[src/rtl/bram_rd_pkg.sv]
// Shared definitions for the BRAM stream reader.
//   state_t    : reader FSM encoding
//   SKID_DEPTH : number of words the output skid buffer can hold
package bram_rd_pkg;

    typedef enum logic [1:0] {
        ST_IDLE  = 2'd0,
        ST_READ  = 2'd1,
        ST_DRAIN = 2'd2,
        ST_DONE  = 2'd3
    } state_t;

    localparam int SKID_DEPTH = 2;

endpackage

[src/rtl/bram_rd_skid.sv]
// Two-entry skid FIFO holding {last, data} words returned by the BRAM.
// The head entry is a register, so the stream outputs are registered.
// Ports:
//   clk, rst_n        clock, async active-low reset
//   i_push            write i_push_data/i_push_last this cycle
//   i_push_data       word to store
//   i_push_last       last-word tag to store
//   i_pop             consumer takes the head (ignored when empty)
//   o_occ             number of stored entries (0..2)
//   o_head_valid      head entry present
//   o_head_data       head data
//   o_head_last       head last-word tag
module bram_rd_skid #(
    parameter int DATA_W = 16
) (
    input  logic              clk,
    input  logic              rst_n,
    input  logic              i_push,
    input  logic [DATA_W-1:0] i_push_data,
    input  logic              i_push_last,
    input  logic              i_pop,
    output logic [1:0]        o_occ,
    output logic              o_head_valid,
    output logic [DATA_W-1:0] o_head_data,
    output logic              o_head_last
);

    logic [DATA_W-1:0] r_data0;
    logic [DATA_W-1:0] r_data1;
    logic              r_last0;
    logic              r_last1;
    logic [1:0]        r_occ;
    logic              w_pop;

    assign w_pop = i_pop && (r_occ != 2'd0);

    always_ff @(posedge clk or negedge rst_n) begin
        if (!rst_n) begin
            r_data0 <= '0;
            r_data1 <= '0;
            r_last0 <= 1'b0;
            r_last1 <= 1'b0;
            r_occ   <= 2'd0;
        end else begin
            case ({i_push, w_pop})
                2'b10: begin
                    if (r_occ == 2'd0) begin
                        r_data0 <= i_push_data;
                        r_last0 <= i_push_last;
                        r_occ   <= 2'd1;
                    end else if (r_occ == 2'd1) begin
                        r_data1 <= i_push_data;
                        r_last1 <= i_push_last;
                        r_occ   <= 2'd2;
                    end
                end
                2'b01: begin
                    r_data0 <= r_data1;
                    r_last0 <= r_last1;
                    r_occ   <= r_occ - 2'd1;
                end
                2'b11: begin
                    // Upstream credit logic keeps this to occ==1; the occ==2
                    // branch just keeps ordering sane if it ever happened.
                    if (r_occ == 2'd1) begin
                        r_data0 <= i_push_data;
                        r_last0 <= i_push_last;
                    end else begin
                        r_data0 <= r_data1;
                        r_last0 <= r_last1;
                        r_data1 <= i_push_data;
                        r_last1 <= i_push_last;
                    end
                end
                default: ;
            endcase
        end
    end

    assign o_occ        = r_occ;
    assign o_head_valid = (r_occ != 2'd0);
    assign o_head_data  = r_data0;
    assign o_head_last  = r_last0;

endmodule

[src/rtl/bram_stream_reader.sv]
// Reads len consecutive words from a 1-cycle-latency single-port BRAM starting
// at base_addr and streams them out on a valid/ready interface with last flag.
//
// state  | meaning
// IDLE   | waiting for start
// READ   | issuing BRAM reads, throttled by skid credit
// DRAIN  | all reads issued, waiting for the last word handshake
// DONE   | one-cycle done pulse, then back to IDLE
//
// Ports:
//   clk, rst_n                 clock, async active-low reset
//   i_start, i_base_addr, i_len  command (sampled only in IDLE)
//   o_busy, o_done             status
//   o_mem_en/we/addr, i_mem_dout  BRAM read port
//   o_m_data/valid/last, i_m_ready  output stream
module bram_stream_reader #(
    parameter int ADDR_W = 10,
    parameter int DATA_W = 16,
    parameter int LEN_W  = 11
) (
    input  logic              clk,
    input  logic              rst_n,
    input  logic              i_start,
    input  logic [ADDR_W-1:0] i_base_addr,
    input  logic [LEN_W-1:0]  i_len,
    output logic              o_busy,
    output logic              o_done,
    output logic              o_mem_en,
    output logic              o_mem_we,
    output logic [ADDR_W-1:0] o_mem_addr,
    input  logic [DATA_W-1:0] i_mem_dout,
    output logic [DATA_W-1:0] o_m_data,
    output logic              o_m_valid,
    input  logic              i_m_ready,
    output logic              o_m_last
);
    import bram_rd_pkg::*;

    state_t            r_state;
    logic [ADDR_W-1:0] r_addr;
    logic [LEN_W-1:0]  r_len;
    logic [LEN_W-1:0]  r_issued;
    logic              r_inflight;
    logic              r_inflight_last;

    logic [1:0]        w_occ;
    logic              w_head_valid;
    logic              w_head_last;
    logic [DATA_W-1:0] w_head_data;
    logic              w_pop;
    logic              w_issue;
    logic              w_last_issue;
    logic [2:0]        w_credit;
    logic [2:0]        w_limit;

    assign w_pop        = w_head_valid && i_m_ready;
    // occ + inflight - pop < DEPTH, rearranged to avoid unsigned underflow.
    assign w_credit     = {1'b0, w_occ} + {2'b00, r_inflight};
    assign w_limit      = 3'(SKID_DEPTH) + {2'b00, w_pop};
    assign w_issue      = (r_state == ST_READ) && (w_credit < w_limit);
    assign w_last_issue = (r_issued == (r_len - LEN_W'(1)));

    always_ff @(posedge clk or negedge rst_n) begin
        if (!rst_n) begin
            r_state         <= ST_IDLE;
            r_addr          <= '0;
            r_len           <= '0;
            r_issued        <= '0;
            r_inflight      <= 1'b0;
            r_inflight_last <= 1'b0;
        end else begin
            r_inflight      <= w_issue;
            r_inflight_last <= w_issue && w_last_issue;
            case (r_state)
                ST_IDLE: begin
                    if (i_start) begin
                        r_addr   <= i_base_addr;
                        r_len    <= i_len;
                        r_issued <= '0;
                        r_state  <= (i_len != '0) ? ST_READ : ST_DONE;
                    end
                end
                ST_READ: begin
                    if (w_issue) begin
                        r_addr   <= r_addr + ADDR_W'(1);
                        r_issued <= r_issued + LEN_W'(1);
                        if (w_last_issue) r_state <= ST_DRAIN;
                    end
                end
                ST_DRAIN: begin
                    if (w_pop && w_head_last) r_state <= ST_DONE;
                end
                ST_DONE: r_state <= ST_IDLE;
                default: r_state <= ST_IDLE;
            endcase
        end
    end

    bram_rd_skid #(.DATA_W(DATA_W)) u_skid (
        .clk          (clk),
        .rst_n        (rst_n),
        .i_push       (r_inflight),
        .i_push_data  (i_mem_dout),
        .i_push_last  (r_inflight_last),
        .i_pop        (w_pop),
        .o_occ        (w_occ),
        .o_head_valid (w_head_valid),
        .o_head_data  (w_head_data),
        .o_head_last  (w_head_last)
    );

    assign o_busy     = (r_state == ST_READ) || (r_state == ST_DRAIN);
    assign o_done     = (r_state == ST_DONE);
    assign o_mem_en   = w_issue;
    assign o_mem_we   = 1'b0;
    assign o_mem_addr = r_addr;
    assign o_m_data   = w_head_data;
    assign o_m_valid  = w_head_valid;
    assign o_m_last   = w_head_valid && w_head_last;

endmodule

[config.mk]
export PLATFORM = sky130hd
export DESIGN_NAME = bram_stream_reader
export DESIGN_NICKNAME = d
export VERILOG_FILES = /design/src/rtl/bram_rd_pkg.sv /design/src/rtl/bram_rd_skid.sv /design/src/rtl/bram_stream_reader.sv
export SDC_FILE = /design/constraint.sdc
export NUM_CORES = 1
export LEC_CHECK = 0
export ABC_AREA = 1
export CORE_ASPECT_RATIO = 1.5
export CORE_UTILIZATION = 55
export CTS_CLUSTER_SIZE = 40
export DETAILED_ROUTE_END_ITERATION = 12
export PLACE_DENSITY = 0.84
export SYNTH_ARGS = -nofsm -noshare
export SYNTH_HDL_FRONTEND = slang
export SYNTH_HIERARCHICAL = 1
export SYNTH_SLANG_ARGS = --single-unit
[constraint.sdc]
create_clock -name clk -period 2.3 [get_ports clk]
set_clock_uncertainty 0.05 [all_clocks]
set_input_delay 0.23 -clock clk [delete_from_list [all_inputs] [get_ports clk]]
set_output_delay 0.23 -clock clk [all_outputs]
set_load 0.05 [all_outputs]
==> flow_summary_export.csv, run 1 <==
group,metric,value,unit
outcome,outcome,"complete, no violations",
worst_setup_path,cp-end-kind,"flop",
routing,wl_met2,6.77,mm
logic_synthesis,yosysWarnings,6,
worst_setup_path,worstPathArrival,2.36,ns
timing,final_max_slew_viol_count,0,
routing,viasPerCell,5.61,
routing,totalWireLength,12.6,mm
timing,setup_violations,0,
logic_synthesis,synth_edf_count,0,
clock_tree,cts_root_buffer,"clkbuf_16",
layout,antennaDiodeCount,0,
power_and_ir_drop,p_leak,2.99,nW
worst_setup_path,slowest_delay,0.40,ns
timing,worstMarginPinSlew,0.614,ns
worst_setup_path,worstSetupStartpointType,"flop",
clock_tree,cts.sinks,72,
timing,finalCriticalPeriod,2.14,ns
routing,met1_length,4.73,mm
logic_synthesis,ys_seq_elements,72,
floorplan,num_rows,41,
clock_tree,cts_tree,"built",
layout,mostFrequentLayoutCells,"nand2_1 (259), nand3_1 (93), inv_1 (74), dfrtp_1 (71), clkdlybuf4s50_1 (66)",
timing,finalWorstSetupSlack,0.156,ns
worst_setup_path,cp_max_fo,12,
global_routing,grt_antenna_before_repair,0,
routing,post-route-drc-count,0,
clock_tree,clock_path_buffers,2,
logic_synthesis,synthFlopType,"dfrtp_1",
routing,first_pass_iters,8,
timing,finalHoldViolCount,0,
routing,wl_per_cell,14.3,µm
worst_setup_path,reg2reg_to,"r_issued[2]",
logic_synthesis,synth_fp_nets,752,
floorplan,die_y,117,µm
worst_setup_path,slowest_stage,"dfrtp_2",
layout,drive_gt1_share,10.8,%
logic_synthesis,synth_top_area_share,37.0,%
placed_design,portBuffers,71,
layout,area_delta_synth_final,24.4,%
floorplan,io-pin-count,73,
floorplan,initial_utilization,57.1,%
power_and_ir_drop,irDropWorstVdd,1.08,mV
logic_synthesis,synth_cell_types,42,
power_and_ir_drop,powerDensity,1570,mW/mm²
worst_setup_path,critPathKind,"reg2reg",
run,drv_cap,0,
routing,dr_wl_met3,736,µm
worst_setup_path,cp_cell_sequence,"inv_1, ha_1, inv_2, nand2_1, o21ai_1, nand2_1, a21boi_4, o21ai_4, o21ai_0, o21ai_0, a31oi_4",
worst_setup_path,cp.required,2.51,ns
min_path,hp-class,"in2async",
worst_setup_path,reg2reg_from,"u_skid/o_occ[0]",
worst_setup_path,rr_worst_depth,11,
timing,fmax,0.466,GHz
floorplan,chipWidth,78.8,µm
clock_tree,path_clk_slew,0.06,ns
global_routing,grt_pass1_wl,21.0,mm
logic_synthesis,syn_inst,698,
timing,rsz0062_at_grt,"no",
global_routing,first_global_vias,4829,
clock_tree,clock_latency,0.34,ns
global_routing,grt.total_usage,29.2,%
logic_synthesis,async_flop_share,100,%
routing,route.vias.total,4955,
layout,nets,825,
global_routing,grt_start_max_net_pins,48,
floorplan,die_area,0.00923,mm²
placed_design,dp_hpwl,8.85,mm
logic_synthesis,synth.largest_area_cell,"dfrtp_1",
routing,postRouteAntennaNets,0,
layout,layout_commonest_cell,"nand2_1",
layout,fin_util,71.1,%
timing,fin_tns_setup,0,ns
logic_synthesis,yosysSeqAreaShare,37.0,%
logic_synthesis,syn_avg_cell_area,6.97,µm²
clock_tree,cts_max_level,3,
placed_design,place_ws,0.102,ns
timing,finalCritPeriodShare,93.2,%
global_routing,grt_overflow,0,
timing,relSlewSlack,59.0,%
routing,top_layer,"met4",
logic_synthesis,syn_area,0.00486,mm²
clock_tree,numCtsBuffers,9,
routing,drtIter0Drc,380,
worst_setup_path,r2r_slack,0.16,ns
logic_synthesis,synth_area_leaders,"dfrtp_1 (37%), nand2_1 (20%), nand3_1 (9.6%)",
placed_design,gp_congestion,0.907,
floorplan,core,0.00852,mm²
[cell type report]
type | count | area [µm²]
multi-input combinational | 512 | 2590
fill | 689 | 2460
sequential | 72 | 1800
timing repair buffer | 91 | 878
inverter | 85 | 319
clock buffer | 10 | 239
tap | 107 | 134
clock inverter | 6 | 82.6
[kinds of logic (layout without fill, tap and decap cells)]
group	after synthesis	count (layout)	synth area share, %
and+or+nand+nor	411	411	37.2
buffers and inverters	114	192	9.98
AOI/OAI and AO/OA	72	72	9.52
DFF	72	72	37.0
xor gates and xnor gates	15	15	2.85
adders and majority gates	13	13	3.34
other	1	1	0.0771
[state kept, by name, indices dropped and copies added (netlist names)]
signal / cells
u_skid/r_last1: 1
u_skid/o_head_last: 1
u_skid/o_occ: 2
r_issued: 11
u_skid/r_data1: 16
r_state: 2
o_mem_addr: 10
r_len: 11
r_inflight: 1
r_inflight_last: 1
u_skid/o_head_data: 16
[worst max-delay path, delay by kind of cell, from the launching register on]
kind            cells  cell delay, ns
fa+ha+maj           1            0.22
buf+inv             2            0.17
compound gates      6            0.99
flops               1            0.40
simple gates        2            0.22
[cell usage after synthesis, types with 2 or more instances]
| cell | instances |
|---|---|
| nor4_1 | 4 |
| nor2_2 | 8 |
| nor2_1 | 14 |
| nand3_1 | 93 |
| buf_6 | 3 |
| ha_1 | 13 |
| buf_2 | 10 |
| buf_4 | 6 |
| clkbuf_1 | 10 |
| nand2_2 | 5 |
| nand2_1 | 259 |
| o21ai_0 | 33 |
| nand4_1 | 11 |
| inv_1 | 74 |
| nand3_2 | 2 |
| o211ai_1 | 2 |
| a21oi_1 | 7 |
| o21ai_1 | 13 |
| a2bb2oi_2 | 4 |
| inv_2 | 11 |
| nor3_1 | 6 |
| xnor2_1 | 4 |
| dfrtp_1 | 72 |
| nor2_4 | 2 |
| xor2_1 | 10 |
| o31ai_1 | 6 |
[per-stage QoR]
stage          power, mW  area (µm²)  cells  hold WS (ns)
3_5_place_dp        7.76        5660    860         0.226
6_report            9.51        6050    883         0.384
5_1_grt             10.2        6050    883         0.432
2_1_floorplan       6.35        4870    698        -0.116
4_1_cts             9.34        5990    877         0.409
3_3_place_gp        7.55        5660    860         0.222
[report_power, final]
part | switching, mW | total [mW] | internal (mW)
logic | 3.74 | 5.73 | 1.99
registers | 0.462 | 2.27 | 1.81
clock network | 0.539 | 1.51 | 0.972
[worst max-delay path by stage]
stage	from	endpoint	slack, ns	cells after the start
floorplan	u_skid/o_occ[0]	r_issued[2]	0.07	12
CTS	r_state[1]	o_busy	0.007	3
global placement	u_skid/o_occ[0]	o_mem_addr[4]	0.23	11
detailed placement	u_skid/o_occ[0]	o_mem_addr[6]	0.10	11
finish	u_skid/o_occ[0]	r_issued[2]	0.16	11
global route	u_skid/o_occ[1]	o_mem_addr[4]	0.01	11
[per-layer routing]
| layer | vias to the layer above | GRT usage, % |
|---|---|---|
| li1 | 2381 | - |
| met1 | 2325 | 31.0 |
| met4 | 0 | 16.4 |
| met5 | - | 0 |
| met3 | 38 | 4.26 |
| met2 | 211 | 55.0 |
[repair_timing]
| item | CTS | global route |
|---|---|---|
| pin swaps | 0 | 2 |
| endpoints found under the hold margin | 25 | 0 |
| endpoints found under the setup margin | 1 | 11 |
| resized for setup | 1 | 4 |
| buffers inserted | 0 | 6 |
| hold buffers | 1 | 0 |
Note: power is estimated with default switching activity, not from simulation.
==> run 2: changes to the inputs <==
CORE_MARGIN = 2   (was not set)
==> run 2 against run 1 <==
Sequential share of layout area increased by 0.11 points. Utilization decreased by 2.0 points. Cell count increased by 0.23%. Largest cell class unchanged. Sequential power about the same. Sequential cell count unchanged. Worst setup slack got worse by 0.12 ns. Fmax decreased by 5.4%. First-iteration DRC count decreased by 3.9%. Critical path type is now reg2out. Register-to-register slack got worse by 0.03 ns. Total power decreased by 1.9%. Combinational power increased by 1%.
==> flow_summary_export.csv, run 2 (synthesis gave the netlist of run 1 again) <==
group,metric,value,unit
global_routing,grt_overflow,0,
floorplan,num_rows,42,
routing,totalWireLength,12.4,mm
power_and_ir_drop,irDropWorstVdd,1.22,mV
routing,postRouteAntennaNets,0,
floorplan,die_y,119,µm
worst_setup_path,worstPathArrival,1.99,ns
layout,seq_area,0.00180,mm²
worst_setup_path,critPathKind,"reg2out",
floorplan,core,0.00872,mm²
timing,finalHoldViolCount,0,
placed_design,place_area,0.00565,mm²
global_routing,first_global_vias,4832,
timing,finalCritPeriodShare,98.5,%
clock_tree,clock_path_buffers,2,
placed_design,dp_hpwl,8.74,mm
floorplan,chipWidth,80.8,µm
routing,post-route-drc-count,0,
global_routing,grt_pass1_wl,20.9,mm
placed_design,dp_cells,862,
worst_setup_path,cp_max_fo,4,
clock_tree,cts_tree,"built",
routing,first_pass_iters,6,
timing,setup_violations,0,
power_and_ir_drop,powerDensity,1550,mW/mm²
timing,relSlewSlack,59.7,%
layout,antennaDiodeCount,0,
global_routing,grt_start_max_net_pins,73,
timing,finalCriticalPeriod,2.27,ns
min_path,hp-class,"in2async",
timing,final_max_slew_viol_count,0,
routing,drtIter0Drc,365,
outcome,outcome,"complete, no violations",
layout,instances_no_fill,885,
clock_tree,cts_root_buffer,"clkbuf_16",
layout,n_fill_cell,725,
timing,worstMarginPinSlew,0.603,ns
floorplan,initial_utilization,55.8,%
worst_setup_path,rr_worst_depth,11,
layout,fin_util,69.1,%
layout,nets,827,
layout,mostFrequentLayoutCells,"nand2_1 (258), nand3_1 (93), inv_1 (74), dfrtp_1 (72), clkdlybuf4s50_1 (67)",
placed_design,portBuffers,71,
global_routing,grt.total_usage,27.4,%
routing,viasPerCell,5.55,
worst_setup_path,cp.required,2.02,ns
clock_tree,cts_max_level,3,
layout,drive_gt1_share,10.7,%
timing,fin_tns_setup,0,ns
layout,multi_input_area,0.00260,mm²
power_and_ir_drop,p_total,9.33,mW
clock_tree,cts.sinks,72,
clock_tree,clock_latency,0.33,ns
layout,finalInstanceArea,0.00602,mm²
timing,fmax,0.441,GHz
layout,layout_commonest_cell,"nand2_1",
power_and_ir_drop,p_leak,2.97,nW
clock_tree,numCtsBuffers,9,
worst_setup_path,worstSetupStartpointType,"flop",
layout,area_delta_synth_final,23.8,%
routing,wl_per_cell,14.0,µm
floorplan,die_area,0.00963,mm²
floorplan,io-pin-count,73,
placed_design,gp_congestion,0.941,
clock_tree,path_clk_slew,0.05,ns
worst_setup_path,cp-end-kind,"output port",
run,drv_cap,0,
global_routing,grt_antenna_before_repair,0,
routing,route.vias.total,4912,
-- run 2: path summary, 6_finish.rpt --
check	from	to	slack, ns
worst max-delay path	r_state[0]	o_busy	0.03
worst min-delay path	rst_n	u_skid/o_head_data[10]	0.41
worst max register to register	u_skid/o_occ[0]	o_mem_addr[4]	0.13
worst min register to register	u_skid/o_head_data[7]	u_skid/o_head_data[7]	0.42
max in group asynchronous	rst_n	r_issued[1]	1.49
min in group clk	i_len[5]	r_len[5]	0.42
-- run 2: metrics by stage --
stage                     hold slack [ns]  setup slack [ns]
after floorplan                    -0.116            0.0693
after global placement              0.237             0.223
after detailed placement            0.245            0.0302
after CTS                           0.420            0.0266
after global routing                0.443          -0.00505
final                               0.413            0.0341
-- run 2: report_power, final --
group	switching [mW]	leakage (nW)	internal [mW]
Sequential	0.457	0.900	1.81
Clock	0.501	0.130	0.769
Combinational	3.74	1.94	2.06
Total	4.69	2.97	4.63
-- run 2: worst max-delay path: stages, from the launching register on --
cell and delay, ns:
dfrtp_1 0.41, inv_1 0.11, ha_1 0.32, clkdlybuf4s50_1 0.81
-- run 2: per-layer routing --
metal  global-route usage, %  share of wire (%)
met1                    30.3                 38
met2                    49.3                 52
met3                    4.02                5.5
met4                    14.2                3.6
met5                       0                  0
-- run 2: cell type report --
| cell class | count | share of cell area (%) |
|---|---|---|
| clock buffer | 12 | 4.26 |
| clock inverter | 1 | 0.0831 |
| inverter | 85 | 5.30 |
| multi-input combinational | 512 | 43.2 |
| sequential | 72 | 29.9 |
| tap | 110 | 2.28 |
| timing repair buffer | 93 | 15.0 |
-- run 2: what timing repair did --
item / 4_1_cts / 5_1_grt
setup buffers: 0 / 9
gates resized for setup: 1 / 4
pin swaps: 0 / 2
hold endpoints to repair: 72 / 0
hold buffers: 1 / 0
endpoints found under the setup margin: 1 / 10
==> run 3: changes to the inputs <==
CORE_ASPECT_RATIO = 0.6   (was 1.5)
SETUP_SLACK_MARGIN = 0.5   (was not set)
==> run 3 against run 2 <==
Sequential share of layout area down 3.3 points. Clock power up 17%. Worst hold slack worse by 0.013 ns. Total power up 22%. Wire length up 38%. Largest cell class unchanged.
==> flow_summary_export.csv, run 3 (synthesis gave the netlist of run 1 again) <==
group,metric,value,unit
outcome,outcome,"complete, no violations",
run,drv_cap,0,
worst_setup_path,worstPathArrival,2.25,ns
power_and_ir_drop,p_leak,3.31,nW
layout,nets,854,
clock_tree,path_clk_slew,0.06,ns
layout,antennaDiodeCount,0,
placed_design,portBuffers,71,
placed_design,place_area,0.00568,mm²
power_and_ir_drop,irDropWorstVdd,1.04,mV
routing,post-route-drc-count,0,
routing,viasPerCell,6.15,
global_routing,grt_pass1_wl,23.7,mm
timing,rsz0062_at_grt,"yes",
worst_setup_path,cp.required,2.48,ns
routing,drtIter0Drc,894,
placed_design,dp_hpwl,9.17,mm
floorplan,die_y,76.9,µm
worst_setup_path,slowest_stage,"dfrtp_2",
timing,worstMarginPinSlew,0.542,ns
global_routing,grt_overflow,0,
global_routing,first_global_vias,4897,
routing,first_pass_iters,6,
clock_tree,cts_root_buffer,"clkbuf_16",
clock_tree,cts_tree,"built",
timing,finalCritPeriodShare,90.1,%
worst_setup_path,cp-end-kind,"flop",
layout,drive_gt1_share,23.0,%
worst_setup_path,slowest_delay,0.45,ns
min_path,hp-class,"in2async",
global_routing,grt_start_max_net_pins,73,
worst_setup_path,cp_max_fo,5,
worst_setup_path,cp_cell_sequence,"inv_4, ha_4, inv_2, or2_1, a21boi_4, buf_6, and2_4, buf_4, buf_6, o21a_1",
routing,totalWireLength,17.1,mm
floorplan,io-pin-count,73,
clock_tree,cts.sinks,72,
worst_setup_path,cpMostUsedCell,"buf_6",
floorplan,initial_utilization,56.9,%
routing,postRouteAntennaNets,0,
placed_design,gp_congestion,0.943,
layout,mostFrequentLayoutCells,"nand2_1 (241), nand3_1 (73), dfrtp_1 (68), inv_1 (64), clkdlybuf4s50_1 (45)",
floorplan,chipWidth,125,µm
clock_tree,clock_path_buffers,2,
timing,final_max_slew_viol_count,0,
power_and_ir_drop,p_total,11.4,mW
worst_setup_path,critPathKind,"reg2reg",
floorplan,num_rows,26,
timing,fmax,0.482,GHz
floorplan,core,0.00856,mm²
power_and_ir_drop,powerDensity,1680,mW/mm²
timing,setup_violations,0,
floorplan,die_area,0.00964,mm²
global_routing,grt.total_usage,30.5,%
clock_tree,clock_latency,0.34,ns
layout,finalInstanceArea,0.00678,mm²
worst_setup_path,worstSetupStartpointType,"flop",
layout,n_fill_cell,519,
timing,fin_tns_setup,0,ns
global_routing,grt_antenna_before_repair,0,
routing,wl_per_cell,18.7,µm
clock_tree,cts_max_level,3,
timing,finalHoldViolCount,0,
clock_tree,numCtsBuffers,9,
timing,relSlewSlack,63.8,%
layout,area_delta_synth_final,39.4,%
timing,finalCriticalPeriod,2.07,ns
layout,layout_commonest_cell,"nand2_1",
routing,route.vias.total,5635,
run 3: cell count changes in the layout (fill, tap and decap cells not counted), moves of 9 or more:
| cell | previous run | this run |
|---|---|---|
| clkdlybuf4s50_1 | 67 | 45 |
| inv_1 | 74 | 64 |
| nand3_2 | 2 | 22 |
| nand2_1 | 258 | 241 |
| nand3_1 | 93 | 73 |
| dlygate4sd2_1 | 0 | 13 |
| buf_4 | 21 | 30 |
| nand2_2 | 6 | 18 |
run 3: stage by stage:
step | util (%) | setup WS, ns | std cells | hold slack (ns)
detailed placement | 66.4 | 0.0495 | 865 | 0.244
global route | 79.2 | 0.166 | 916 | 0.445
CTS | 73.3 | 0.321 | 899 | 0.423
finish | 79.2 | 0.227 | 916 | 0.400
global placement | 66.4 | 0.209 | 865 | 0.236
floorplan | - | 0.280 | 698 | -0.116
run 3: timing repair:
item | CTS | global route
cloned | 1 | 6
setup buffers | 17 | 11
setup endpoints to repair | 76 | 80
pin swaps | 12 | 45
hold buffers | 1 | 0
gates resized for setup | 46 | 96
endpoints found under the hold margin | 72 | 0
run 3: power by group:
group / switching (mW) / internal, mW
Sequential: 0.548 / 1.82
Clock: 0.551 / 0.939
Combinational: 4.75 / 2.80
run 3: cell type report:
cell class / instances / area (µm²) / share of cell area, %
Clock buffer: 9 / 225 / 3.32
Sequential cell: 72 / 1810 / 26.7
Clock inverter: 6 / 85.1 / 1.26
Tap cell: 112 / 140 / 2.07
Inverter: 85 / 345 / 5.09
Timing Repair Buffer: 119 / 1240 / 18.3
Multi-Input combinational cell: 513 / 2930 / 43.3
run 3: final timing paths:
| path | end | start | cells after the start | slack, ns |
|---|---|---|---|---|
| max | o_mem_addr[2] | r_state[0] | 10 | 0.23 |
| min | u_skid/o_occ[0] | rst_n | 3 | 0.40 |
| max reg2reg | o_mem_addr[2] | r_state[0] | 10 | 0.23 |
| min reg2reg | u_skid/o_head_data[10] | u_skid/o_head_data[10] | 2 | 0.42 |
| max in group asynchronous | r_len[5] | rst_n | 3 | 1.46 |
| min in group clk | u_skid/o_head_data[10] | u_skid/o_head_data[10] | 2 | 0.42 |
run 3: worst max-delay path: cells and delay by family (launching register included):
kind	cells	cell delay [ns]
flops	1	0.45
buf+inv	5	0.54
fa+ha+maj	1	0.16
compound gates	2	0.34
simple gates	2	0.43
run 3: metal layers:
metal  global-route usage (%)  up-vias  wire (µm)
li1                         -     2438          -
met1                     42.6     2609       6820
met2                     45.9      486       7510
met3                     7.54      102       2090
met4                     12.0        0        719
met5                        0        -          0
